===== src/rtl/traffic_sequencer_if.sv =====
// Timer handshake bundle between the traffic sequencer (initiator) and the countdown timer.
// The sequencer requests an interval load; the timer answers with a one-cycle expired pulse.
interface traffic_sequencer_if;
    logic       start_timer;
    logic [1:0] time_param_selector;
    logic       expired;

    modport master (
        output start_timer,
        output time_param_selector,
        input  expired
    );

    modport slave (
        input  start_timer,
        input  time_param_selector,
        output expired
    );
endinterface


===== src/rtl/traffic_sequencer.sv =====
// Intersection control FSM: sequences main/side/walk phases and requests a timer
// interval on every state entry, advancing when the timer reports expiry.
module traffic_sequencer #(
    parameter logic [1:0] SEL_BASE = 2'b00,
    parameter logic [1:0] SEL_EXT  = 2'b01,
    parameter logic [1:0] SEL_YEL  = 2'b10
) (
    input  logic                       clk,
    input  logic                       reset_global_n,
    traffic_sequencer_if.master        tmr,
    input  logic                       sensor,
    input  logic                       walk_request,
    input  logic                       prog_sync,
    output logic [2:0]                 main_lights,
    output logic [2:0]                 side_lights,
    output logic                       walk_lamp,
    output logic [2:0]                 state_dbg
);

    typedef enum logic [2:0] {
        INIT    = 3'd0,
        MG_BASE = 3'd1,
        MG_EXT  = 3'd2,
        MG_YEL  = 3'd3,
        SG_BASE = 3'd4,
        SG_EXT  = 3'd5,
        SG_YEL  = 3'd6,
        WALK    = 3'd7
    } state_t;

    localparam logic [2:0] LAMP_RED = 3'b100;
    localparam logic [2:0] LAMP_YEL = 3'b010;
    localparam logic [2:0] LAMP_GRN = 3'b001;

    state_t     state_q, state_d;
    logic       start_timer_q, start_timer_d;
    logic [1:0] sel_q, sel_d;
    logic [2:0] main_q, main_d;
    logic [2:0] side_q, side_d;
    logic       walk_lamp_q, walk_lamp_d;
    logic       walk_pending_q, walk_pending_d;
    logic       sensor_s1_q, sensor_sync_q;
    logic       walk_s1_q, walk_sync_q, walk_prev_q;
    logic       walk_edge;
    logic       enter;

    function automatic logic [1:0] sel_for(input state_t s);
        case (s)
            MG_EXT, SG_EXT, WALK: sel_for = SEL_EXT;
            MG_YEL, SG_YEL:       sel_for = SEL_YEL;
            default:              sel_for = SEL_BASE;
        endcase
    endfunction

    function automatic logic [2:0] main_for(input state_t s);
        case (s)
            MG_BASE, MG_EXT: main_for = LAMP_GRN;
            MG_YEL:          main_for = LAMP_YEL;
            default:         main_for = LAMP_RED;
        endcase
    endfunction

    function automatic logic [2:0] side_for(input state_t s);
        case (s)
            SG_BASE, SG_EXT: side_for = LAMP_GRN;
            SG_YEL:          side_for = LAMP_YEL;
            default:         side_for = LAMP_RED;
        endcase
    endfunction

    assign walk_edge = walk_sync_q & ~walk_prev_q;

    always_comb begin
        state_d        = state_q;
        enter          = 1'b0;
        if (prog_sync || state_q == INIT) begin
            state_d = MG_BASE;
            enter   = 1'b1;
        end else if (tmr.expired && !start_timer_q) begin
            // An expiry seen while our own load pulse is still out is from the previous interval.
            enter = 1'b1;
            case (state_q)
                MG_BASE: state_d = sensor_sync_q ? MG_YEL : MG_EXT;
                MG_EXT:  state_d = MG_YEL;
                MG_YEL:  state_d = SG_BASE;
                SG_BASE: state_d = sensor_sync_q ? SG_EXT : SG_YEL;
                SG_EXT:  state_d = SG_YEL;
                SG_YEL:  state_d = walk_pending_q ? WALK : MG_BASE;
                default: state_d = MG_BASE;
            endcase
        end

        start_timer_d = enter;
        sel_d         = enter ? sel_for(state_d) : sel_q;
        main_d        = main_for(state_d);
        side_d        = side_for(state_d);
        walk_lamp_d   = (state_d == WALK);

        walk_pending_d = walk_pending_q;
        if (enter && state_d == WALK) begin
            walk_pending_d = 1'b0;
        end else if (walk_edge && state_q != WALK) begin
            walk_pending_d = 1'b1;
        end
    end

    always_ff @(posedge clk or negedge reset_global_n) begin
        if (!reset_global_n) begin
            state_q        <= INIT;
            start_timer_q  <= 1'b0;
            sel_q          <= SEL_BASE;
            main_q         <= LAMP_RED;
            side_q         <= LAMP_RED;
            walk_lamp_q    <= 1'b0;
            walk_pending_q <= 1'b0;
            sensor_s1_q    <= 1'b0;
            sensor_sync_q  <= 1'b0;
            walk_s1_q      <= 1'b0;
            walk_sync_q    <= 1'b0;
            walk_prev_q    <= 1'b0;
        end else begin
            state_q        <= state_d;
            start_timer_q  <= start_timer_d;
            sel_q          <= sel_d;
            main_q         <= main_d;
            side_q         <= side_d;
            walk_lamp_q    <= walk_lamp_d;
            walk_pending_q <= walk_pending_d;
            sensor_s1_q    <= sensor;
            sensor_sync_q  <= sensor_s1_q;
            walk_s1_q      <= walk_request;
            walk_sync_q    <= walk_s1_q;
            walk_prev_q    <= walk_sync_q;
        end
    end

    assign tmr.start_timer         = start_timer_q;
    assign tmr.time_param_selector = sel_q;
    assign main_lights             = main_q;
    assign side_lights             = side_q;
    assign walk_lamp               = walk_lamp_q;
    assign state_dbg               = state_q;

endmodule


===== src/flat_wrapper.sv =====
// flat-port wrapper written by rule: the top's interface ports become plain ports
module traffic_sequencer_flat 
#(
    parameter logic [1:0] SEL_BASE = 2'b00,
    parameter logic [1:0] SEL_EXT  = 2'b01,
    parameter logic [1:0] SEL_YEL  = 2'b10
)
  (clk, reset_global_n, sensor, walk_request, prog_sync, main_lights, side_lights, walk_lamp, state_dbg, tmr_start_timer, tmr_time_param_selector, tmr_expired);
  traffic_sequencer_if tmr_i ();
  input  logic clk;
  input  logic reset_global_n;
  input  logic sensor;
  input  logic walk_request;
  input  logic prog_sync;
  output logic [2:0] main_lights;
  output logic [2:0] side_lights;
  output logic walk_lamp;
  output logic [2:0] state_dbg;
  output wire logic [$bits(tmr_i.start_timer)-1:0] tmr_start_timer;
  output wire logic [$bits(tmr_i.time_param_selector)-1:0] tmr_time_param_selector;
  input wire logic [$bits(tmr_i.expired)-1:0] tmr_expired;
  assign tmr_start_timer = tmr_i.start_timer;
  assign tmr_time_param_selector = tmr_i.time_param_selector;
  assign tmr_i.expired = tmr_expired;
  traffic_sequencer #(.SEL_BASE(SEL_BASE), .SEL_EXT(SEL_EXT), .SEL_YEL(SEL_YEL)) u_core (.clk(clk), .reset_global_n(reset_global_n), .tmr(tmr_i), .sensor(sensor), .walk_request(walk_request), .prog_sync(prog_sync), .main_lights(main_lights), .side_lights(side_lights), .walk_lamp(walk_lamp), .state_dbg(state_dbg));
endmodule

===== config.mk =====
export PLATFORM = sky130hd
export DESIGN_NAME = traffic_sequencer_flat
export DESIGN_NICKNAME = d
export VERILOG_FILES = /design/src/rtl/traffic_sequencer_if.sv /design/src/rtl/traffic_sequencer.sv /design/src/flat_wrapper.sv
export SDC_FILE = /design/constraint.sdc
export NUM_CORES = 1
export LEC_CHECK = 0
export CORE_AREA = 2 2 46 48
export DETAILED_ROUTE_END_ITERATION = 12
export DIE_AREA = 0 0 48 50
export PLACE_DENSITY = 0.75
export REMOVE_ABC_BUFFERS = 1
export SLEW_MARGIN = 20
export SYNTH_ARGS = -nofsm -noshare
export SYNTH_HDL_FRONTEND = slang
export SYNTH_SLANG_ARGS = --single-unit

===== constraint.sdc =====
create_clock -name clk -period 2.6 [get_ports clk]
set_input_delay 0.52 -clock clk [delete_from_list [all_inputs] [get_ports clk]]
set_output_delay 0.52 -clock clk [all_outputs]
set_load 0.03 [all_outputs]

==> out/metrics.cfg, run 1 <==
[timing]
timing.final.crit_period_ns = 2.16
finClkSkew_ns = 0.00351
max_clock_freq_mhz = 463
post-route-worst-setup-slack_ns = 0.440
maxSlewViolCount = 0
final-setup-viol-count = 0
totalNegativeSetupSlack_ns = 0
hold_viol_final = 0
rsz_0062_raised_after_global_routing = false
timing.final.crit_share = 0.831
timing_worst_slew_pin_value_ns = 0.786
hold-worst-slack_ns = 0.355
slew_headroom = 0.474

[floorplan]
fp.coreArea_um2 = 1900
io_pins = 19
floorplan.initialDensity = 0.467
die_width_um = 48
die_h_um = 50
rows = 16
dieArea_um2 = 2400

[detailed_routing]
vias = 595
ant_nets = 0
firstDrtPassIters = 4
dr.first_iter.drc_count = 9
routed_via_density = 5.13
drt_wl_total_um = 1430
post-route-drc-count = 0
wl_per_instance_um = 12.4

[synthesis]
cells_after_synth = 71
post-synth-top-count-cell = sky130_fd_sc_hd__dfrtp_1
synth_enable_flop_cells = 0
synthAdderAreaFrac = 0
synth_top_area_cell = sky130_fd_sc_hd__dfrtp_1
synth_top_area_frac = 0.479
synth.cells.most_frequent = sky130_fd_sc_hd__dfrtp_1 (17), sky130_fd_sc_hd__buf_6 (4), sky130_fd_sc_hd__inv_1 (4), sky130_fd_sc_hd__nor2_1 (4)
synth_compound_gate_area_share = 0.239
number_of_warnings_reported_in_the_yosys_synthesis_log = 0
synthFlopType = sky130_fd_sc_hd__dfrtp_1
synthTopCellsByArea = sky130_fd_sc_hd__dfrtp_1 (48%), sky130_fd_sc_hd__dfstp_2 (5.9%), sky130_fd_sc_hd__buf_6 (5.1%)
synth_mux_area_frac = 0
synth_top_family_by_area = compound AO/OA/AOI/OAI gates
ys_ff_latch = 19
netlist-cell-type-count = 36
yosys.area_share.xor_xnor = 0.00986
yosys.area_share.simple = 0.137
proportion_of_synthesized_chip_area_in_sequential_cells = 0.538
area_of_the_mapped_netlist_um2 = 888
post_synthesis_async_set_or_reset_flop_share = 1.00
synth.avg_cell_area_um2 = 12.5

[clock_network]
clock_tree_from_tritoncts = yes
clkTransAtPathRegs_ns = 0.10
total_of_cells_resized_after_clock_tree_synthesis = 0
total_cts_buffers = 3
postCtsSetupBuffers = 0
clk_root_buffer_cell = sky130_fd_sc_hd__clkbuf_4
cts-hold-fix-buffers = 0
cts_max_path_buffers = 2
tritoncts_sink_count = 19
cts_htree_levels = 1
clock_insertion_delay_worst_skew_ns = 0.30

[global_routing]
grt_pass1_wl_um = 2370
grt_antenna_before_repair = 0
first_global_vias = 567
largest_net_degree_at_the_start_of_global_routing = 20
track_usage = 0.142
overflow = 0

[final_layout]
layout.cells.non_filler = 116
diodes = 0
seqCellArea_um2 = 478
layout-drive-gt1-share = 0.202
layout.nets = 96
fill_cells = 172
area_taken_by_multi_input_logic_gates_um2 = 343
layout-area-overhead-vs-synth_pct = 22.5

[setup_path]
critical_path_cell_count = 1
critical_path.top_delay_family = buffers and inverters
reg2reg_to = u_core.walk_pending_q$_DFFE_PN0P_
timing.critical_path.to_type = primary output
critical_path_max_stage_delay_ns = 0.75
worst_ep_required_time_ns = 2.08
crit-reg2reg-launch = u_core.state_dbg[2]$_DFF_PN0_
worst-endpoint-arrival_ns = 1.64
crit_buf_inv = 1
critical_path.cell_chain = clkdlybuf4s50_1
startpoint_type = flip-flop
critical_path_class = reg2out
crit_slowest_cell = sky130_fd_sc_hd__clkdlybuf4s50_1
ff2ff_path_depth = 5
reg2reg_slack_ns = 0.93
timing.critical_path.fanout_max = 12

[placement]
placedCellCount = 112
final_weighted_congestion_in_routability_driven_placement = 0.855
place_worst_setup_slack_ns = 0.378
portBuffers = 18
place.detailed.hpwl_um = 1060

[power]
netSwitchingPower_uw = 157
sequentialPowerShare = 0.571
maximum_vdd_drop_v = 0.000378
power_per_cell_area_nw_per_um2 = 521
power.share.combinational = 0.179
leakage_nw = 0.418
sw_frac_of_total = 0.277
cell_internal_pwr_uw = 410
clock_group_share_of_total_power = 0.250

[min_path]
min_to = u_core.sensor_sync_q$_DFF_PN0_
hold_path.class = reg2reg
worstHoldPathCells = 0
timing.hold.worst.start = u_core.sensor_s1_q$_DFF_PN0_

[run_status]
run_status = complete, no violations

[run]
cap_violations = 0

[state kept, by name, summed over array words and instances (netlist names)]
signal / count
u_core.walk_s1_q: 1
u_core.walk_lamp: 1
u_core.main_lights: 3
u_core.walk_pending_q: 1
u_core.sensor_s1_q: 1
u_core.tmr.start_timer: 1
u_core.walk_prev_q: 1
u_core.sensor_sync_q: 1
u_core.state_dbg: 3
u_core.tmr.time_param_selector: 2
u_core.walk_sync_q: 1
u_core.side_lights: 3
[final cells by class]
class	count	area share
tap	27	0.0310
timing repair buffer	19	0.172
clock buffer	3	0.0207
inverter	5	0.0172
clock inverter	1	0.00460
multi-input combinational	42	0.315
sequential	19	0.439
[cell families (layout without fill, tap and decap cells)]
group | count (synthesis) | after routing
buffers and inverters | 10 | 28
and+or+nand+nor | 17 | 17
xor gates and xnor gates | 1 | 1
AOI/OAI and AO/OA | 24 | 24
DFF | 19 | 19
[power groups by stage]
stage / sequential, mW / clock [mW] / combinational, mW
finish: 0.324 / 0.142 / 0.102
global route: 0.326 / 0.161 / 0.110
global placement: 0.330 / 0 / 0.101
detailed placement: 0.330 / 0 / 0.102
CTS: 0.324 / 0.149 / 0.103
floorplan: 0.349 / 0 / 0.0373
[worst max path at each step]
stage | to | slack (ns) | from
after floorplan | u_core.side_lights[1]$_DFF_PN0_ | 0.97 | u_core.state_dbg[2]$_DFF_PN0_
after global placement | u_core.tmr.time_param_selector[0]$_DFFE_PN0N_ | 0.45 | tmr_expired
final | state_dbg[1] | 0.44 | u_core.state_dbg[1]$_DFF_PN0_
after global routing | state_dbg[1] | 0.37 | u_core.state_dbg[1]$_DFF_PN0_
after detailed placement | u_core.tmr.time_param_selector[0]$_DFFE_PN0N_ | 0.38 | tmr_expired
after CTS | state_dbg[1] | 0.43 | u_core.state_dbg[1]$_DFF_PN0_
[metrics by stage]
stage	util	cell area (um2)	power, mW
2_1_floorplan	-	840	0.386
3_3_place_gp	0.558	1060	0.431
3_5_place_dp	0.558	1060	0.432
4_1_cts	0.572	1090	0.576
5_1_grt	0.572	1090	0.597
6_report	0.572	1090	0.568
[layer usage]
layer	global-route usage	vias up	part of all wire
li1	-	295	-
met1	0.189	279	0.47
met2	0.200	16	0.47
met3	0.0220	5	0.033
met4	0.104	0	0.031
met5	0	-	0
[placed cells by master, fill, tap and decap left out, types with 2 or more instances in the layout]
cell and n:
sky130_fd_sc_hd__clkdlybuf4s50_1 18, sky130_fd_sc_hd__dfrtp_1 17, sky130_fd_sc_hd__nor2_1 4, sky130_fd_sc_hd__inv_1 4, sky130_fd_sc_hd__o21ai_0 3, sky130_fd_sc_hd__a21oi_1 3
sky130_fd_sc_hd__clkbuf_4 3, sky130_fd_sc_hd__nor2b_4 2, sky130_fd_sc_hd__o211ai_1 2, sky130_fd_sc_hd__nor4_1 2, sky130_fd_sc_hd__o22ai_1 2, sky130_fd_sc_hd__a31oi_1 2
sky130_fd_sc_hd__dfstp_2 2
[worst reg2reg max path, stage by stage, from the launching register on]
cell and delay (ns):
sky130_fd_sc_hd__dfrtp_1 0.52, sky130_fd_sc_hd__nor2b_4 0.19, sky130_fd_sc_hd__a2bb2oi_1 0.14, sky130_fd_sc_hd__o211a_4 0.29, sky130_fd_sc_hd__nor3_1 0.28, sky130_fd_sc_hd__a31oi_1 0.12
Note: power is estimated with default switching activity, not from simulation.
==> run 2, diff against run 1 <==
CORE_AREA = 2 2 47 49   (was 2 2 46 48)
DIE_AREA = 0 0 49 51   (was 0 0 48 50)
PLACE_DENSITY = 0.72   (was 0.75)
clock period = 2.25 ns   (was 2.6 ns; I/O delays follow)
==> run 2 against run 1 <==
Compared with the run above: clock skew about the same; sequential power increased by 15%; sequential share of layout area decreased by 0.65 points; non-clock buffer count up 2; count of clock-buffer cells in the layout unchanged; via count rose by 5.0%; routed wire length grew 24%; critical path type unchanged; largest power group unchanged.
==> out/metrics.cfg, run 2 (synthesis results as in run 1) <==
[setup_path]
critical_path.cell_chain = clkdlybuf4s50_1
critical_path_class = reg2out
crit_buf_inv = 1
worst_ep_required_time_ns = 1.80
timing.critical_path.fanout_max = 12
critical_path.top_delay_family = buffers and inverters
worst-endpoint-arrival_ns = 1.62
startpoint_type = flip-flop
timing.critical_path.to_type = primary output
crit_slowest_cell = sky130_fd_sc_hd__clkdlybuf4s50_1
critical_path_max_stage_delay_ns = 0.75

[placement]
portBuffers = 18
place.detailed.hpwl_um = 1310
place_worst_setup_slack_ns = 0.121
final_weighted_congestion_in_routability_driven_placement = 0.745

[timing]
finClkSkew_ns = 0.00387
rsz_0062_raised_after_global_routing = false
max_clock_freq_mhz = 483
post-route-worst-setup-slack_ns = 0.178
timing_worst_slew_pin_value_ns = 0.383
slew_headroom = 0.741
final-setup-viol-count = 0
timing.final.crit_period_ns = 2.07
timing.final.crit_share = 0.921
hold_viol_final = 0
maxSlewViolCount = 0
totalNegativeSetupSlack_ns = 0

[detailed_routing]
routed_via_density = 5.25
wl_per_instance_um = 14.9
post-route-drc-count = 0
vias = 625
drt_wl_total_um = 1780
dr.first_iter.drc_count = 13
firstDrtPassIters = 4
ant_nets = 0

[floorplan]
die_width_um = 49
io_pins = 19
die_h_um = 51
fp.coreArea_um2 = 2060
dieArea_um2 = 2500
floorplan.initialDensity = 0.431
rows = 17

[clock_network]
tritoncts_sink_count = 19
total_of_cells_resized_after_clock_tree_synthesis = 0
cts_max_path_buffers = 2
cts_htree_levels = 1
total_cts_buffers = 3
postCtsSetupBuffers = 0
clkTransAtPathRegs_ns = 0.10
cts-hold-fix-buffers = 0
clock_insertion_delay_worst_skew_ns = 0.29
clk_root_buffer_cell = sky130_fd_sc_hd__clkbuf_4
clock_tree_from_tritoncts = yes

[global_routing]
grt_antenna_before_repair = 0
grt_pass1_wl_um = 3080
largest_net_degree_at_the_start_of_global_routing = 20
overflow = 0
first_global_vias = 635
track_usage = 0.166

[min_path]
hold_path.class = reg2reg

[power]
maximum_vdd_drop_v = 0.000379
leakage_nw = 0.428
power_per_cell_area_nw_per_um2 = 602
post-layout-total-power_uw = 665

[final_layout]
layout-area-overhead-vs-synth_pct = 24.4
layout.nets = 98
mostFrequentLayoutCells = sky130_fd_sc_hd__clkdlybuf4s50_1 (18), sky130_fd_sc_hd__dfrtp_1 (17), sky130_fd_sc_hd__nor2_1 (4), sky130_fd_sc_hd__inv_1 (4)
layout-drive-gt1-share = 0.220
diodes = 0
most_common_cell_after_layout_fill_and_taps_aside = sky130_fd_sc_hd__clkdlybuf4s50_1

[run_status]
run_status = complete, no violations

[run]
cap_violations = 0

run 2: changes by cell type in the layout (fill, tap and decap cells not counted), sizes merged:
cell and change:
buf +2
run 2: worst reg2reg max path: cells and delay by family, from the launching register on:
family / cells / cell delay, ns
AO/OA/AOI/OAI: 3 / 0.55
flip-flops: 1 / 0.52
AND/OR/NAND/NOR: 2 / 0.51
run 2: report_power, final:
group / switching [mW] / internal, mW / total [mW]
Sequential: 0.0124 / 0.359 / 0.371
Clock: 0.101 / 0.0661 / 0.167
Combinational: 0.0749 / 0.0524 / 0.127
run 2: final cells by class:
type	instances	area (um2)
clock buffers	3	22.5
fillers	183	958
flip-flops and latches	19	478
clock inverters	1	5.00
well taps	28	35.0
inverters	5	18.8
multi-input cells	42	343
repair buffers	21	203
run 2: metal layers:
metal	track usage	up-vias	part of all wire
met5	0	-	0
met4	0.100	0	0.0096
met3	0.0292	2	0.038
met2	0.260	15	0.49
met1	0.215	310	0.46
li1	-	298	-
run 2: per-stage QoR:
stage / hold slack [ns] / cells / util / cell area [um2]
finish: 0.360 / 119 / 0.535 / 1100
global route: 0.365 / 119 / 0.535 / 1100
CTS: 0.361 / 119 / 0.535 / 1100
detailed placement: 0.337 / 115 / 0.522 / 1080
global placement: 0.332 / 115 / 0.522 / 1080
floorplan: 0.154 / 66 / - / 840
run 2: final timing paths:
path / slack [ns] / end / cells past startpoint / from
min in group asynchronous: 0.49 / u_core.state_dbg[2]$_DFF_PN0_ / 2 / reset_global_n
setup / recovery: 0.18 / state_dbg[0] / 1 / u_core.state_dbg[0]$_DFF_PN0_
max in group asynchronous: 1.50 / u_core.side_lights[2]$_DFF_PN1_ / 2 / reset_global_n
setup reg to reg: 0.55 / u_core.walk_pending_q$_DFFE_PN0P_ / 5 / u_core.state_dbg[2]$_DFF_PN0_
hold / removal: 0.36 / u_core.sensor_sync_q$_DFF_PN0_ / 0 / u_core.sensor_s1_q$_DFF_PN0_
hold reg to reg: 0.36 / u_core.sensor_sync_q$_DFF_PN0_ / 0 / u_core.sensor_s1_q$_DFF_PN0_
==> run 3, diff against run 2 <==
PLACE_DENSITY = 0.69   (was 0.72)
==> run 3 against run 2 <==
Compared with the run above: count of clock-buffer cells in the layout up 1; clock power down 3%; sequential power about the same; final area up 0.57%.
==> out/metrics.cfg, run 3 (synthesis results as in run 1) <==
[detailed_routing]
maxUsedRoutingLayer = met4
post-route-drc-count = 0
wl_per_instance_um = 13.5
ant_nets = 0
firstDrtPassIters = 4
dr.first_iter.drc_count = 9
routed_via_density = 5.33
met2_length_um = 702
wirelength_met1_um = 822
met3_wirelength_um = 67
drt_wl_total_um = 1620
vias = 640

[clock_network]
clock_insertion_delay_worst_skew_ns = 0.28
clk_root_buffer_cell = sky130_fd_sc_hd__clkbuf_4
clkTransAtPathRegs_ns = 0.10
tritoncts_sink_count = 19
cts_htree_levels = 1
clock_tree_from_tritoncts = yes
total_cts_buffers = 3
total_of_cells_resized_after_clock_tree_synthesis = 0
cts-hold-fix-buffers = 0
postCtsSetupBuffers = 0
cts_max_path_buffers = 2

[global_routing]
overflow = 0
track_usage = 0.146
first_global_vias = 603
largest_net_degree_at_the_start_of_global_routing = 20
grt_antenna_before_repair = 0
grt_pass1_wl_um = 2740

[power]
post-layout-total-power_uw = 660
leakage_nw = 0.431
maximum_vdd_drop_v = 0.000413
power_per_cell_area_nw_per_um2 = 594

[run]
cap_violations = 0

[floorplan]
fp.coreArea_um2 = 2060
io_pins = 19
dieArea_um2 = 2500
die_width_um = 49
die_h_um = 51
rows = 17
floorplan.initialDensity = 0.431

[timing]
maxSlewViolCount = 0
hold-worst-slack_ns = 0.356
max_clock_freq_mhz = 477
final-setup-viol-count = 0
totalNegativeSetupSlack_ns = 0
timing.final.crit_share = 0.932
hold_viol_final = 0
timing_worst_slew_pin_value_ns = 0.413
timing.final.crit_period_ns = 2.10
slew_headroom = 0.725
finClkSkew_ns = 0.00320
rsz_0062_raised_after_global_routing = false

[setup_path]
critical_path.cell_chain = clkdlybuf4s50_1
crit_buf_inv = 1
critical_path.top_delay_family = buffers and inverters
startpoint_type = flip-flop
worst_ep_required_time_ns = 1.80
critical_path_max_stage_delay_ns = 0.76
timing.critical_path.to_type = primary output
critical_path_class = reg2out
worst-endpoint-arrival_ns = 1.65
crit_slowest_cell = sky130_fd_sc_hd__clkdlybuf4s50_1
timing.critical_path.fanout_max = 12

[final_layout]
layout.cells.non_filler = 120
mostFrequentLayoutCells = sky130_fd_sc_hd__clkdlybuf4s50_1 (18), sky130_fd_sc_hd__dfrtp_1 (17), sky130_fd_sc_hd__nor2_1 (4), sky130_fd_sc_hd__inv_1 (4), sky130_fd_sc_hd__buf_4 (4)
finished_core_util = 0.539
layout.nets = 99
fill_cells = 192
diodes = 0
layout-area-overhead-vs-synth_pct = 25.1
most_common_cell_after_layout_fill_and_taps_aside = sky130_fd_sc_hd__clkdlybuf4s50_1
layout-drive-gt1-share = 0.217

[placement]
portBuffers = 18
placedCellCount = 116
final_weighted_congestion_in_routability_driven_placement = 0.727
place.detailed.hpwl_um = 1130

[run_status]
run_status = complete, no violations

[min_path]
hold_path.class = reg2reg

## run 3: power by group
part	internal (mW)	switching, mW	leakage, nW
Clock	0.0688	0.0931	0.0150
Sequential	0.358	0.0116	0.227
Combinational	0.0537	0.0742	0.189
Total	0.481	0.179	0.431
## run 3: per-layer routing
metal	vias up	GRT usage
li1	305	-
met1	303	0.211
met2	24	0.208
met3	8	0.0322
met4	0	0.0714
met5	-	0
## run 3: metrics by stage
stage	instance area (um2)	setup WS, ns
after floorplan	840	0.618
after detailed placement	1080	0.226
after CTS	1110	0.145
after global routing	1110	0.0786
final	1110	0.153
after global placement	1080	0.221
## run 3: path summary, 6_finish.rpt
check	startpoint	to	slack, ns	cells past startpoint
max reg2reg	u_core.state_dbg[0]$_DFF_PN0_	u_core.tmr.time_param_selector[0]$_DFFE_PN0N_	0.57	5
max	u_core.state_dbg[0]$_DFF_PN0_	state_dbg[0]	0.15	1
min in group asynchronous	reset_global_n	u_core.tmr.time_param_selector[1]$_DFFE_PN0N_	0.48	2
min reg2reg	u_core.walk_s1_q$_DFF_PN0_	u_core.walk_sync_q$_DFF_PN0_	0.36	0
min	u_core.walk_s1_q$_DFF_PN0_	u_core.walk_sync_q$_DFF_PN0_	0.36	0
max in group asynchronous	reset_global_n	u_core.side_lights[2]$_DFF_PN1_	1.50	2
## run 3: layout make-up
type / instances / area, um2 / share of cell area
inverters: 5 / 18.8 / 0.0169
clock buffers: 4 / 26.3 / 0.0236
flip-flops and latches: 19 / 478 / 0.430
repair buffers: 22 / 210 / 0.189
multi-input cells: 42 / 343 / 0.309
well taps: 28 / 35.0 / 0.0315
